`config.mk`:
```
export PLATFORM = sky130hd
export DESIGN_NAME = gate_tt_settle_timer
export DESIGN_NICKNAME = d
export VERILOG_FILES = /design/src/rtl/gate_tt_settle_timer.sv
export SDC_FILE = /design/constraint.sdc
export NUM_CORES = 1
export LEC_CHECK = 0
export ABC_AREA = 1
export ABC_CLOCK_PERIOD_IN_PS = 1690
export CAP_MARGIN = 20
export CORE_AREA = 2 2 39 41
export DETAILED_ROUTE_END_ITERATION = 10
export DIE_AREA = 0 0 41 43
export PLACE_DENSITY = 0.45
export SLEW_MARGIN = 5
export SYNTH_ARGS = -nofsm -noshare
export SYNTH_HDL_FRONTEND = slang
export SYNTH_SLANG_ARGS = --single-unit
export TNS_END_PERCENT = 5
```
`constraint.sdc`:
```
create_clock -name clk -period 1.69 [get_ports clk]
set_clock_uncertainty 0.2 [all_clocks]
set_input_delay 0.2535 -clock clk [delete_from_list [all_inputs] [get_ports clk]]
set_output_delay 0.2535 -clock clk [all_outputs]
set_load 0.01 [all_outputs]
```
`src/rtl/gate_tt_settle_timer.sv`:
```
// Loadable 4-bit down-counter measuring how long each vector is held
// before the gate output is sampled. It stops at zero and flags it.
module gate_tt_settle_timer (
  input  logic       clk,
  input  logic       rst_n,
  input  logic       load,
  input  logic [3:0] load_val,
  input  logic       dec,
  output logic       zero
);

  logic [3:0] cnt_q;
  logic [3:0] cnt_d;

  // Next count: a load wins over a decrement; the counter never wraps below zero.
  always_comb begin
    // NOTE: assign every always_comb output a default first so no path leaves it unassigned and infers a latch.
    cnt_d = cnt_q;
    if (load) begin
      cnt_d = load_val;
    end else if (dec && (cnt_q != 4'd0)) begin
      cnt_d = cnt_q - 4'd1;
    end
  end

  // Count register with synchronous active-low reset.
  always_ff @(posedge clk) begin
    // NOTE: state registers use non-blocking assignments so every flop samples pre-edge values.
    if (!rst_n) begin
      cnt_q <= 4'd0;
    end else begin
      cnt_q <= cnt_d;
    end
  end

  assign zero = (cnt_q == 4'd0);

endmodule : gate_tt_settle_timer

```
==> impl_metrics.json <==
{
  "synthCells": 41,
  "syn_avg_cell_area_sq_um": 6.68,
  "final.setup.tns_ns": 0,
  "path_cells": "inv_1 -> ha_2 -> nand3_2 -> inv_1 -> clkdlybuf4s15_1",
  "max_freq_mhz": 622,
  "cp.required_ns": 1.24,
  "syn_to_final_growth_pct": 54.3,
  "register_area_sq_um": 81.3,
  "critPathTopFamily": "buffers and inverters",
  "ys_seq_area_frac": 0.292,
  "grt_pass1_vias": 286,
  "period_needed_ns": 1.61,
  "first_pass_iters": 1,
  "core_area_sq_mm": 0.00138,
  "synth_top_cell_area_share": 0.292,
  "cp_common_cell": "inv_1",
  "worstSetupPathType": "flop to output pin",
  "regMostFlops": "cnt_q",
  "cts_tree": "built",
  "mostFrequentLayoutCells": "nand2_1 (8), clkdlybuf4s50_1 (7), nor2_1 (6)",
  "numCtsBuffers": 3,
  "ir_drop_uv": 284,
  "clock-sinks": 4,
  "synth_seq_cells": 4,
  "wl_um": 582,
  "multi_input_area_sq_um": 165,
  "p_per_area_mw_per_mm2": 836,
  "cts_setup_buffers": 0,
  "dr.first_iter.drc_count": 0,
  "critPathArrivalTime_ns": 1.15,
  "fp-row-count": 14,
  "crit_fanout": 2,
  "start_util": 0.198,
  "crit_path_max_incr_delay_ns": 0.31,
  "yosys-top-cells-area": "dfxtp_1 (29%), nand2_1 (11%), nand2_4 (8.2%)",
  "drc": 0,
  "utilization": 0.306,
  "worstSetupEndpointType": "output pin",
  "post-route-period-util": 0.951,
  "ys_types": 16,
  "slew_headroom": 0.895,
  "outcome": "complete, no violations",
  "finalNetCount": 66,
  "cap_violations": 0,
  "start_kind": "flop",
  "clkLatencyLatePin_ns": 0.23,
  "synth_area_sq_um": 274,
  "grt_pass1_wl_um": 1010,
  "wl_per_cell_um": 8.20,
  "final_antenna_net_count": 0,
  "track_usage": 0.0924,
  "via_per_inst": 4.06,
  "globalplace.congestion": 0.609,
  "grt_overflow_total": 0,
  "fp.dieW_um": 41,
  "root_buffer": "clkbuf_4",
  "grt_antenna_before_repair": 0,
  "critPathBufInv": 3,
  "die_area_sq_mm": 0.00176,
  "vias": 288,
  "n_fill_cell": 175,
  "cts_resized": 2,
  "io_buffers": 8,
  "rsz0062_at_grt": "false",
  "finalHoldViolCount": 0,
  "cpMaxStageDelayCell": "dfxtp_2",
  "worst_slew_pin_slew_ns": 0.156,
  "largest_reg_flops": 4,
  "drv_slew": 0,
  "clock_path_buffers": 2,
  "power.leakage_nw": 0.201,
  "syn_nets": 50,
  "holdBufCountCts": 0,
  "hp-class": "flop to flop",
  "die_height_um": 43,
  "synth_area_leader_cell": "dfxtp_1",
  "ioPinCount": 9,
  "grt_max_degree": 8,
  "setup_viol": 0,
  "diodes": 0,
  "hpwl_um": 510,
  "clk_pin_slew_ns": 0.04,
  "drive_gt1_frac": 0.273,
  "layout_commonest_cell": "nand2_1",
  "ys_warn_count": 0,
  "top_regs": "cnt_q: 4 flops",
  "h-tree-depth": 1
}
-- worst paths after layout --
kind	start	to	slack (ns)	cells after the start
worst max-delay path	cnt_q[0]$_SDFFE_PN0P_	zero	0.08	5
worst min-delay path	cnt_q[3]$_SDFFE_PN0P_	cnt_q[3]$_SDFFE_PN0P_	0.30	2
worst max register to register	cnt_q[0]$_SDFFE_PN0P_	cnt_q[1]$_SDFFE_PN0P_	0.26	8
worst min register to register	cnt_q[3]$_SDFFE_PN0P_	cnt_q[3]$_SDFFE_PN0P_	0.30	2
-- Yosys cell counts, drive strengths merged --
cell type	instances
xor2	1
o21ai	3
clkinv	1
dfxtp	4
nor2	6
nand2	10
or2	1
o22ai	1
inv	7
ha	1
a21oi	2
nand3	4
-- per-layer routing --
layer  part of all wire  GRT usage  vias up
met5                  0          0        -
met4              0.026      0.100        0
met3              0.052     0.0314        2
met2               0.47      0.131        7
met1               0.45     0.0932      122
li1                   -          -      157
-- power by group --
| group | switching (mW) | internal (mW) |
|---|---|---|
| sequential | 0.00806 | 0.107 |
| clock | 0.0360 | 0.0792 |
| combinational | 0.0587 | 0.0649 |
-- cells by family (layout without fill, tap and decap cells) --
logic type      count (synthesis)  count (layout)  synth area share
simple gates                   21              21             0.388
buf+inv                         8              22             0.114
compound gates                  6               6             0.128
flops                           4               4             0.292
fa+ha+maj                       1               1            0.0457
xor+xnor                        1               1            0.0320
-- area by class of cell --
class,count,area share
Multi-Input combinational cell,29,0.391
Timing Repair Buffer,11,0.243
Sequential cell,4,0.192
Inverter,8,0.0740
Clock buffer,3,0.0533
Tap cell,16,0.0473
-- through the flow --
stage	setup slack [ns]	hold WS (ns)	instances	instance area, sq um	total power, mW
6_report	0.0836	0.295	71	423	0.353
5_1_grt	0.000381	0.316	71	423	0.386
2_1_floorplan	0.381	0.174	41	274	0.187
4_1_cts	0.0132	0.296	71	419	0.363
3_5_place_dp	0.0203	0.291	68	397	0.243
3_3_place_gp	0.0269	0.287	68	397	0.243
-- worst register-to-register path: stages, from the launching register on --
cell and delay [ns]:
dfxtp_2 0.31, inv_1 0.07, ha_2 0.18, nand3_2 0.08, buf_4 0.14, nand2_4 0.06, nand2_4 0.06, o21ai_0 0.14
nor2_1 0.06
Note: power is estimated with default switching activity, not from simulation.
